$ cat src/rtl/uart_pkg.sv
// Shared UART constants and helpers.
//   CLK_HZ         : system clock frequency
//   DEF_BAUD       : default line rate
//   DEF_OVERSAMPLE : default oversample ticks per bit
//   calc_div()     : rounded prescaler divisor for a clock/baud/oversample triple
package uart_pkg;

  localparam int unsigned CLK_HZ         = 50_000_000;
  localparam int unsigned DEF_BAUD       = 115_200;
  localparam int unsigned DEF_OVERSAMPLE = 16;

  // round(clk_hz / (baud * os)); a zero denominator yields 0 (tick every cycle)
  function automatic int unsigned calc_div(input int unsigned clk_hz,
                                           input int unsigned baud,
                                           input int unsigned os);
    longint unsigned den;
    longint unsigned quo;
    den = longint'(baud) * longint'(os);
    if (den == 0) return 0;
    quo = (longint'(clk_hz) + den / 2) / den;
    return 32'(quo);
  endfunction

endpackage

$ cat src/rtl/tick_prescaler.sv
// Runtime-programmable prescaler producing the oversample tick.
//   clk, s_reset : clock and synchronous active-high reset
//   enable       : count enable (counter holds when low)
//   resync       : restart the period from zero
//   divisor      : new divisor value, captured on div_load
//   div_load     : capture divisor into the shadow register
//   os_tick      : registered one-cycle pulse every max(active_div,1) enabled cycles
//   wrap_step    : unregistered strobe, high in the cycle whose edge raises os_tick
module tick_prescaler #(
  parameter int unsigned DIV_W       = 16,
  parameter int unsigned DEFAULT_DIV = 27
) (
  input  logic             clk,
  input  logic             s_reset,
  input  logic             enable,
  input  logic             resync,
  input  logic [DIV_W-1:0] divisor,
  input  logic             div_load,
  output logic             os_tick,
  output logic             wrap_step
);

  localparam logic [DIV_W-1:0] DEF_DIV = DIV_W'(DEFAULT_DIV);

  logic [DIV_W-1:0] cnt;
  logic [DIV_W-1:0] active_div;
  logic [DIV_W-1:0] shadow_div;
  logic             pending;
  logic [DIV_W-1:0] last;
  logic             wrap;

  // Divisors 0 and 1 both mean a period of one cycle.
  always_comb begin
    last = '0;
    if (active_div > DIV_W'(1)) last = active_div - DIV_W'(1);
  end

  // >= rather than == so a divisor shrunk while idle can never strand cnt above the wrap point.
  assign wrap      = (cnt >= last);
  assign wrap_step = !s_reset && !resync && enable && wrap;

  always_ff @(posedge clk) begin
    if (s_reset) begin
      cnt        <= '0;
      os_tick    <= 1'b0;
      active_div <= DEF_DIV;
      shadow_div <= DEF_DIV;
      pending    <= 1'b0;
    end else if (resync || !enable) begin
      // No period is in flight from the output's point of view, so updates take effect at once.
      if (resync) cnt <= '0;
      os_tick <= 1'b0;
      pending <= 1'b0;
      if (div_load) begin
        shadow_div <= divisor;
        active_div <= divisor;
      end else if (pending) begin
        active_div <= shadow_div;
      end
    end else begin
      if (wrap) begin
        cnt     <= '0;
        os_tick <= 1'b1;
        if (pending) begin
          active_div <= shadow_div;
          pending    <= 1'b0;
        end
      end else begin
        cnt     <= cnt + DIV_W'(1);
        os_tick <= 1'b0;
      end
      // A load landing on the wrap edge re-arms pending and waits for the next wrap.
      if (div_load) begin
        shadow_div <= divisor;
        pending    <= 1'b1;
      end
    end
  end

endmodule

$ cat src/rtl/baud_tick_gen.sv
// Baud-rate tick generator: oversample, bit and mid-bit ticks.
//   clk, s_reset : clock and synchronous active-high reset
//   enable       : count enable (all counters hold when low)
//   resync       : restart prescaler and bit phase (start-bit alignment)
//   divisor      : new prescaler divisor, captured on div_load
//   div_load     : load pulse for divisor
//   os_tick      : one-cycle pulse per oversample period
//   bit_tick     : one-cycle pulse when the oversample phase wraps to 0
//   mid_tick     : one-cycle pulse when the phase reaches OVERSAMPLE/2
//   os_phase     : current oversample index within the bit
module baud_tick_gen
  import uart_pkg::*;
#(
  parameter int unsigned DIV_W       = 16,
  parameter int unsigned OVERSAMPLE  = DEF_OVERSAMPLE,
  parameter int unsigned DEFAULT_DIV = calc_div(CLK_HZ, DEF_BAUD, DEF_OVERSAMPLE),
  localparam int unsigned PH_W       = (OVERSAMPLE > 1) ? $clog2(OVERSAMPLE) : 1
) (
  input  logic             clk,
  input  logic             s_reset,
  input  logic             enable,
  input  logic             resync,
  input  logic [DIV_W-1:0] divisor,
  input  logic             div_load,
  output logic             os_tick,
  output logic             bit_tick,
  output logic             mid_tick,
  output logic [PH_W-1:0]  os_phase
);

  localparam logic [PH_W-1:0] LAST_PH = PH_W'(OVERSAMPLE - 1);
  localparam logic [PH_W-1:0] MID_PH  = PH_W'(OVERSAMPLE / 2);

  logic            wrap_step;
  logic [PH_W-1:0] phase_next;

  tick_prescaler #(
    .DIV_W       (DIV_W),
    .DEFAULT_DIV (DEFAULT_DIV)
  ) u_prescaler (
    .clk       (clk),
    .s_reset   (s_reset),
    .enable    (enable),
    .resync    (resync),
    .divisor   (divisor),
    .div_load  (div_load),
    .os_tick   (os_tick),
    .wrap_step (wrap_step)
  );

  always_comb begin
    phase_next = os_phase + PH_W'(1);
    if (os_phase == LAST_PH) phase_next = '0;
  end

  // Phase advances on the same edge that raises os_tick, so bit/mid ticks align with it.
  always_ff @(posedge clk) begin
    if (s_reset || resync) begin
      os_phase <= '0;
      bit_tick <= 1'b0;
      mid_tick <= 1'b0;
    end else if (wrap_step) begin
      os_phase <= phase_next;
      bit_tick <= (phase_next == '0);
      mid_tick <= (phase_next == MID_PH);
    end else begin
      bit_tick <= 1'b0;
      mid_tick <= 1'b0;
    end
  end

endmodule

$ cat config.mk
export PLATFORM = sky130hd
export DESIGN_NAME = baud_tick_gen
export DESIGN_NICKNAME = d
export VERILOG_FILES = /design/src/rtl/uart_pkg.sv /design/src/rtl/tick_prescaler.sv /design/src/rtl/baud_tick_gen.sv
export SDC_FILE = /design/constraint.sdc
export NUM_CORES = 1
export LEC_CHECK = 0
export ABC_CLOCK_PERIOD_IN_PS = 5100
export CAP_MARGIN = 20
export CORE_AREA = 4 4 100 102
export DETAILED_ROUTE_END_ITERATION = 7
export DIE_AREA = 0 0 104 106
export GPL_ROUTABILITY_DRIVEN = 0
export PLACE_DENSITY = 0.66
export SYNTH_ARGS = -nofsm -noshare
export SYNTH_HDL_FRONTEND = slang
export SYNTH_SLANG_ARGS = --single-unit
export TNS_END_PERCENT = 30
$ cat constraint.sdc
create_clock -name clk -period 5.1 [get_ports clk]
set_clock_uncertainty 0.2 [all_clocks]
set_input_delay 1.02 -clock clk [delete_from_list [all_inputs] [get_ports clk]]
set_output_delay 1.02 -clock clk [all_outputs]
set_load 0.01 [all_outputs]
# == Yosys cells after proc, flatten, opt, wreduce, memory -nomap -nowiden ==
# Index checks and enable logic that the tools add are counted.
# totals
regBits,56
out_inout_bits,7
wordCells,42
# classes
n_addsub,3
order_cmp,2
eq_ne,3
muxes,12
bitwise_logic,1
reduce_logical,13
# op_table
operator,n
$mux 16,8
$add 16x1->16 const B,1
$ge 16x16->1,1
$gt 16x1->1 const B,1
$sub 16x1->16 const B,1
$eq 4x4->1 const B,2
$add 4x1->4 const B,1
$logic_not 4->1,1
$mux 4,1
$reduce_bool 2->1,2
$reduce_or 2->1,2
$logic_and 1x1->1,3
$logic_not 1->1,3
$mux 1,3
$logic_or 1x1->1,2
$ne 2x2->1 const B,1
$not 1->1,1

# == Longest topological paths before layout ==
# Gate-level depths: netlist of the first run.
# logic_depth
ltp_word,6
mapped_depth,16

# == By module ==
# From an unflattened synthesis of the first run, not the netlist that was laid out.
# hier_totals
cells_unflattened,384
hier_area_um2,3234.4
# by_module_without_submodules
module,n_inst,cells_each,area_each_um2,seq_area_each_um2
tick_prescaler,1,358,2986.6,1001.0
baud_tick_gen,1,26,247.7,120.1

# == Least setup slack after synthesis of the first run ==
# OpenSTA, ideal clock, no wires.
# synth_path
kind,reg-to-reg
startpoint,reg u_prescaler.active_div[2]
endpoint,reg u_prescaler.cnt[13]
setup_ns,0.128
arrival_ns,3.587
t_required_ns,4.772
path_slack_ns,1.185
path_stages_with_launch,16
period_less_slack_ns,3.915
cell_sequence,dfxtp_1 or4_1 nor4_2 nand2_1 nor3_1 xor2_1 nand2_1 ha_1 nand4_1 or3_4 a2111oi_4 nor3_1 buf_2 buf_6 a21oi_1 a31oi_1
# synth_between
elab_chain_cells,5
# synth_rtl
item,line,source
start: declaration,tick_prescaler.sv:26,logic [DIV_W-1:0] active_div;
start signal: assignment,tick_prescaler.sv:56,active_div <= divisor;
start signal: assignment,tick_prescaler.sv:58,active_div <= shadow_div;
start signal: assignment,tick_prescaler.sv:65,active_div <= shadow_div;
$sub 16x1->16 / $gt 16x1->1 (equally long branches),tick_prescaler.sv:35,if (active_div > DIV_W'(1)) last = active_div - DIV_W'(1);
$mux 16 (*),tick_prescaler.sv:35,
$ge 16x16->1 (*),tick_prescaler.sv:39,assign wrap = (cnt >= last);
$mux 16 (*),tick_prescaler.sv:61,if (wrap) begin
$mux 16 (*),tick_prescaler.sv:49,end else if (resync || !enable) begin
end signal: assignment,tick_prescaler.sv:69,cnt <= cnt + DIV_W'(1);
end: declaration,tick_prescaler.sv:25,logic [DIV_W-1:0] cnt;
# Mark *: on every way between the ends. The rest lies on a longest branch, timed or not.
# A chain may end at the register's enable or synchronous reset.

# == Final worst setup path of the first run ==
# layout_path
startpoint,reg u_prescaler.active_div[2]
endpoint,reg u_prescaler.active_div[14]
# layout_between
elab_chain_cells,4
# layout_rtl
item,line
$sub 16x1->16 / $gt 16x1->1 (equally long branches),tick_prescaler.sv:35
$mux 16 (*),tick_prescaler.sv:35
$ge 16x16->1 (*),tick_prescaler.sv:39
$reduce_bool 2->1 (no line) (*),-
# Marks and branches as above.

==> results.md, run 1 <==
- Row cnt: 35
- Buffers on Ports: 27
- Synth top area share: 33.67%
- Most common cell in the synthesized netlist: nand2_1
- Synthesized area per cell: 8.626 um2
- Max Buffers Root-to-Sink: 2
- Type of the worst setup path: flop to flop
- GRT Util Overall: 14.11%
- RSZ-0062 raised after global routing: false
- Highest metal used: met4
- Antenna cell count: 0
- Final Max Tran Viols: 0
- Number of synthesized register bits: 56
- Async S/R FF share, synth: 0%
- Simple-Gate Fraction of Synth Area: 25.03%
- Cell area power density: 233.3 nW/um2
- Worst R2R Start: u_prescaler.active_div[2]$_SDFFE_PP0P_
- DR vias: 2867
- Post-synthesis compound-gate area fraction: 16.31%
- Vias per cell: 5.492
- Final HPWL DP: 5483 um
- Htree depth: 2
- Max IR drop VDD: 0.1145 mV
- Dominant synthesized flop cell: dfxtp_1
- Synth area leader: dfxtp_1
- Max Fclk: 233.5 MHz
- Nets@finish: 451
- Final setup viols: 0
- DRT Pass-1 Iters: 4
- Startpoint types: flop
- Number of hold violations in the final report: 0
- Die area: 11020 um2
- Min Tclk post-route: 4.283 ns
- Post-Syn Nets: 427
- Vias in the first global route: 2746
- Clock power frac: 30.3%
- Hold_buf cts: 0
- Seq/Total Area, Yosys: 33.67%
- Internal power: 0.6364 mW
- XOR/XNOR share of the synthesized area: 4.209%
- Slew headroom: 33.76%
- Largest net degree at the start of global routing: 33
- Synth unique cells: 50
- Post-CTS Setup Inserts: 0
- Final WL: 7559 um
- Routed WL per cell: 14.48 um
- Num CTS Buffers: 5
- Met1 wire length: 3711 um
- Final instance area: 3800 um2
- Min-Delay Path Class: flop to flop
- Clock slew at reported path FFs: 0.11 ns
- # resized after CTS: 0
- Largest cells by area after synthesis: dfxtp_1 (34%), ha_1 (7.5%), nand2_1 (6.7%), mux2i_1 (6.6%), nand3_1 (4.2%)
- Adder-cell share of the synthesized area: 7.516%
- Worst Path Required: 5.15 ns
- Area Overhead vs Synth: 14.13%
- Ys Warns: 0
- Cell area after synthesis: 3329 um2
- Switching Share: 28.21%
- Worst-path fanout max: 19
- Post-DP Area: 3687 um2
- Starting Density: 36.55%
- Mapped Cells: 386
- Fin crit share: 83.99%
- Initial DRC count: 92
- Setup TNS: 0 ns
- Layout cells sized above 1: 9.976%
- Post-route ant nets: 0
- Worst-margin pin slew: 0.9922 ns
- CTS tree: yes
- Status: finished clean
- Met2 WL: 3527 um
- LEAKAGE: 1.510 nW
- Sw Pwr: 0.2501 mW
- EDFF count, synth: 0
- I/O pin total: 28
- Die H: 106 um
- Core Area: 9109 um2
- Crit path from: u_prescaler.active_div[2]$_SDFFE_PP0P_
- Mux share of post-synthesis cell area: 9.320%
- Setup crit end kind: flop
- CTS Sinks: 56
- Seq pwr share: 53.6%
- Root Buffer: clkbuf_8
- Clock Latency Late Sink: 0.31 ns
- Main combinational cell family by area after synthesis: simple AND/OR/NAND/NOR gates
- Worst hold start: u_prescaler.shadow_div[4]$_SDFFE_PP1P_
- Die width: 104 um
- Residual DRC: 0
- Initial antenna violation count: 0
- Logic pwr share: 16.1%
- WP data arrival: 4.33 ns
- Max cap viols: 0
- Commonest cells post-synth: nand2_1 (59), dfxtp_1 (56), nand3_1 (28)
- DR WL met3: 267 um
- GRT overflow: 0
- First-pass GRT wire length: 13210 um
==> power groups by stage <==
| stage | logic, mW | registers, mW | clock network [mW] |
|---|---|---|---|
| floorplan | 0.105 | 0.478 | 0 |
| global placement | 0.139 | 0.484 | 0 |
| detailed placement | 0.142 | 0.485 | 0 |
| CTS | 0.143 | 0.475 | 0.280 |
| global route | 0.159 | 0.479 | 0.296 |
| finish | 0.143 | 0.475 | 0.269 |
==> final cells by class <==
cell class / instances / area [um2]
Inverter: 8 / 30.03
Tap cell: 111 / 138.9
Clock inverter: 2 / 18.77
Multi-Input combinational cell: 305 / 2082
Clock buffer: 6 / 82.58
Sequential cell: 56 / 1121
Timing Repair Buffer: 34 / 326.6
Fill cell: 956 / 5309
==> cell families (layout without fill, tap and decap cells) <==
kind of cell,after synthesis,in the layout
AO/OA/AOI/OAI,71,71
XOR/XNOR,16,16
adder cells (fa/ha/maj),20,20
buffers and inverters,25,50
flip-flops,56,56
multiplexers,30,30
AND/OR/NAND/NOR,168,168
==> final timing paths <==
kind	end	slack, ns	cells past startpoint
hold / removal	u_prescaler.shadow_div[4]$_SDFFE_PP1P_	0.28	2
setup / recovery	u_prescaler.active_div[14]$_SDFFE_PP0P_	0.82	14
hold reg to reg	u_prescaler.shadow_div[4]$_SDFFE_PP1P_	0.28	2
setup reg to reg	u_prescaler.active_div[14]$_SDFFE_PP0P_	0.82	14
==> sequential cells by signal, summed over array words and instances (netlist names) <==
register,cells
u_prescaler.cnt,16
u_prescaler.active_div,16
mid_tick,1
u_prescaler.os_tick,1
u_prescaler.shadow_div,16
bit_tick,1
u_prescaler.pending,1
os_phase,4
==> stage by stage <==
stage | utilization (%) | hold slack [ns] | total power, mW | std cells | setup slack, ns
2_1_floorplan | - | 0.2411 | 0.5832 | 386 | 1.185
5_1_grt | 41.72 | 0.3096 | 0.9333 | 522 | 0.3902
6_report | 41.72 | 0.2849 | 0.8865 | 522 | 0.8166
3_5_place_dp | 40.48 | 0.2670 | 0.6270 | 513 | 0.7747
4_1_cts | 41.59 | 0.2930 | 0.8980 | 521 | 0.7645
3_3_place_gp | 40.48 | 0.2579 | 0.6228 | 513 | 0.9394
==> placed cells by master, fill, tap and decap left out, types with 7 or more instances in the layout <==
cell             synthesis  layout
nand2_1                 59      59
dfxtp_1                 56      56
nand3_1                 28      28
clkdlybuf4s50_1          0      27
nor2_1                  26      26
mux2i_1                 22      22
ha_1                    20      20
a31oi_1                 18      18
a21oi_1                 14      14
nor3_1                  13      12
xor2_1                  11      11
mux2_2                   8       8
inv_1                    7       7
nand4_1                  7       7
==> per-layer routing <==
layer / global-route usage (%) / up-vias
li1: - / 1458
met1: 19.02 / 1351
met2: 23.49 / 54
met3: 2.429 / 4
met4: 3.514 / 0
met5: 0 / -
==> critical path: stages (launching register included) <==
cell and delay, ns:
dfxtp_1 0.37, or4_1 0.61, nor4_2 0.37, nand2_1 0.14, nor3_1 0.20, xor2_1 0.17
nand2_1 0.07, ha_1 0.30, nand4_1 0.14, or3_4 0.43, a2111oi_4 0.42, or4_1 0.19
buf_4 0.27, nand3_1 0.12, a31oi_1 0.20
(Power assumes the default switching activity.)
==> run 2, diff against run 1 <==
--- a/config.mk
+++ b/config.mk
@@ -5,7 +5,7 @@
 export SDC_FILE = /design/constraint.sdc
 export NUM_CORES = 1
 export LEC_CHECK = 0
-export ABC_CLOCK_PERIOD_IN_PS = 5100
+export ABC_CLOCK_PERIOD_IN_PS = 4400
 export CAP_MARGIN = 20
 export CORE_AREA = 4 4 100 102
 export DETAILED_ROUTE_END_ITERATION = 7
==> constraint.sdc (replaced) <==
create_clock -name clk -period 4.4 [get_ports clk]
set_clock_uncertainty 0.2 [all_clocks]
set_input_delay 0.88 -clock clk [delete_from_list [all_inputs] [get_ports clk]]
set_output_delay 0.88 -clock clk [all_outputs]
set_load 0.01 [all_outputs]
==> results.md, run 2 (same netlist as run 1, synthesis figures left out) <==
- Layout cells sized above 1: 11.17% (+1.2 points)
- Startpoint types: flop
- Number of hold violations in the final report: 0 (unchanged)
- Vias per cell: 5.564 (+1.3%)
- Setup TNS: 0 ns (unchanged)
- Fin crit share: 93.47% (+9.5 points)
- DR vias: 2910 (+1.5%)
- GR peak layer: met2
- Type of the worst setup path: flop to flop
- GRT Util Overall: 13.79% (-0.32 points)
- Crit path from: u_prescaler.active_div[2]$_SDFFE_PP0P_
- Final Max Tran Viols: 0 (unchanged)
- Root Buffer: clkbuf_8
- Layout fillers: 943 (-1.4%)
- Initial DRC count: 95 (+3.3%)
- LEAKAGE: 1.515 nW (+0.30%)
- Antenna cell count: 0 (unchanged)
- Worst reg2reg path depth: 15 (+1)
- Worst R2R Start: u_prescaler.active_div[2]$_SDFFE_PP0P_
- Worst Path Required: 4.44 ns (-0.71 ns)
- Pre-CTS setup slack: 0.1552 ns (-0.6195 ns)
- Clock Latency Late Sink: 0.31 ns (about the same)
- Commonest non-fill, non-tap cells in the layout: nand2_1 (59), dfxtp_1 (56), nand3_1 (28), clkdlybuf4s50_1 (27), nor2_1 (26)
- Largest net degree at the start of global routing: 32 (-3.0%)
- Worst setup path end: u_prescaler.active_div[10]$_SDFFE_PP0P_
- Post-DP Area: 3711 um2 (+0.64%)
- WHS: 0.2834 ns (-0.001472 ns)
- Placed insts: 514 (+0.19%)
- Num CTS Buffers: 5 (unchanged)
- Buffers on Ports: 27 (unchanged)
- Max Fclk: 243.2 MHz (+4.2%)
- CTS tree: yes
- Cell area power density: 258.6 nW/um2 (+11%)
- Die area: 11020 um2 (unchanged)
- Non-Filler Instances: 523 (+0.19%)
- Residual DRC: 0 (unchanged)
- Row cnt: 35 (unchanged)
- Pwr Total: 0.9952 mW (+12%)
- Final setup viols: 0 (unchanged)
- Final HPWL DP: 5490 um (+0.13%)
- Status: finished clean
- Most common cell after layout, fill and taps aside: nand2_1
- Max cap viols: 0 (unchanged)
- Final core occ: 42.25% (+0.54 points)
- Max Buffers Root-to-Sink: 2 (unchanged)
- Met1 Usage GRT: 17.82% (-1.2 points)
- R2r setup slk: 0.29 ns (-0.53 ns)
- CTS Sinks: 56 (unchanged)
- WP data arrival: 4.15 ns (-0.18 ns)
- Final WS setup: 0.2875 ns (-0.5291 ns)
- Routed WL per cell: 14.59 um (+0.77%)
- Core Area: 9109 um2 (unchanged)
- Post-route ant nets: 0 (unchanged)
- Nets@finish: 453 (+0.44%)
- Largest registers: u_prescaler.active_div x16, u_prescaler.cnt x16, u_prescaler.shadow_div x16
- GRT overflow: 0 (unchanged)
- First-pass GRT wire length: 12810 um (-3.0%)
- Setup crit end kind: flop
- RSZ-0062 raised after global routing: false
- Die H: 106 um (unchanged)
- Initial antenna violation count: 0 (unchanged)
- Slew headroom: 31.81% (-1.9 points)
- Max IR drop VDD: 0.1732 mV (+51%)
- Hold_buf cts: 0 (unchanged)
- Die width: 104 um (unchanged)
- GR Util met3: 2.611% (+0.18 points)
- Worst-margin pin slew: 1.021 ns (+0.02919 ns)
- Vias in the first global route: 2740 (-0.22%)
- DRT Pass-1 Iters: 4 (unchanged)
- Worst hold start: u_prescaler.shadow_div[1]$_SDFFE_PP1P_
- Clock slew at reported path FFs: 0.10 ns (about the same)
- Final WL: 7632 um (+0.97%)
- Htree depth: 2 (unchanged)
- Worst-path fanout max: 19 (unchanged)
- Final instance area: 3849 um2 (+1.3%)
- Starting Density: 36.55% (unchanged)
- Min-Delay Path Class: flop to flop
- Min Tclk post-route: 4.113 ns (-0.1709 ns)
- I/O pin total: 28 (unchanged)
- Reg2reg end: u_prescaler.active_div[10]$_SDFFE_PP0P_
- GRT met2 Usage: 23.96% (+0.46 points)
- Area Overhead vs Synth: 15.60%
## run 2: repair_timing
action,4_1_cts,5_1_grt
setup buffers,0,2
resized for setup,0,7
setup endpoints to repair,0,33
## run 2: final cells by class
cell class                      instances  area [um2]  area share, %
Multi-Input combinational cell        305        2123          55.17
Clock inverter                          2       12.51         0.3251
Inverter                                8       30.03         0.7802
Clock buffer                            5       68.82          1.788
Timing Repair Buffer                   36       354.1          9.200
Sequential cell                        56        1121          29.13
Tap cell                              111       138.9          3.609
## run 2: worst min-delay path by stage
stage | end | cells past startpoint
floorplan | u_prescaler.shadow_div[1]$_SDFFE_PP1P_ | 2
global placement | u_prescaler.shadow_div[0]$_SDFFE_PP1P_ | 2
detailed placement | u_prescaler.shadow_div[0]$_SDFFE_PP1P_ | 2
CTS | u_prescaler.shadow_div[1]$_SDFFE_PP1P_ | 2
global route | u_prescaler.shadow_div[1]$_SDFFE_PP1P_ | 2
finish | u_prescaler.shadow_div[1]$_SDFFE_PP1P_ | 2
## run 2: worst max-delay path, stage by stage (launching register included)
cell and delay, ns:
dfxtp_1 0.38, or4_4 0.59, nor4_4 0.29, nand2_1 0.16
nor3_2 0.15, xor2_1 0.17, nand2_1 0.07, ha_1 0.29
nand4_1 0.16, or3_4 0.45, a2111oi_4 0.31, buf_4 0.19
or4_1 0.16, buf_12 0.17, nand3_1 0.08, a31oi_1 0.20
## run 2: power breakdown
group | switching (mW) | internal, mW
logic | 0.0886 | 0.0807
clock network | 0.166 | 0.108
registers | 0.0243 | 0.527
## run 2: metal layers
layer	routed length [um]	up-vias
met1	3684	1374
met2	3545	65
met5	0	-
met4	55	0
li1	-	1467
met3	347	4
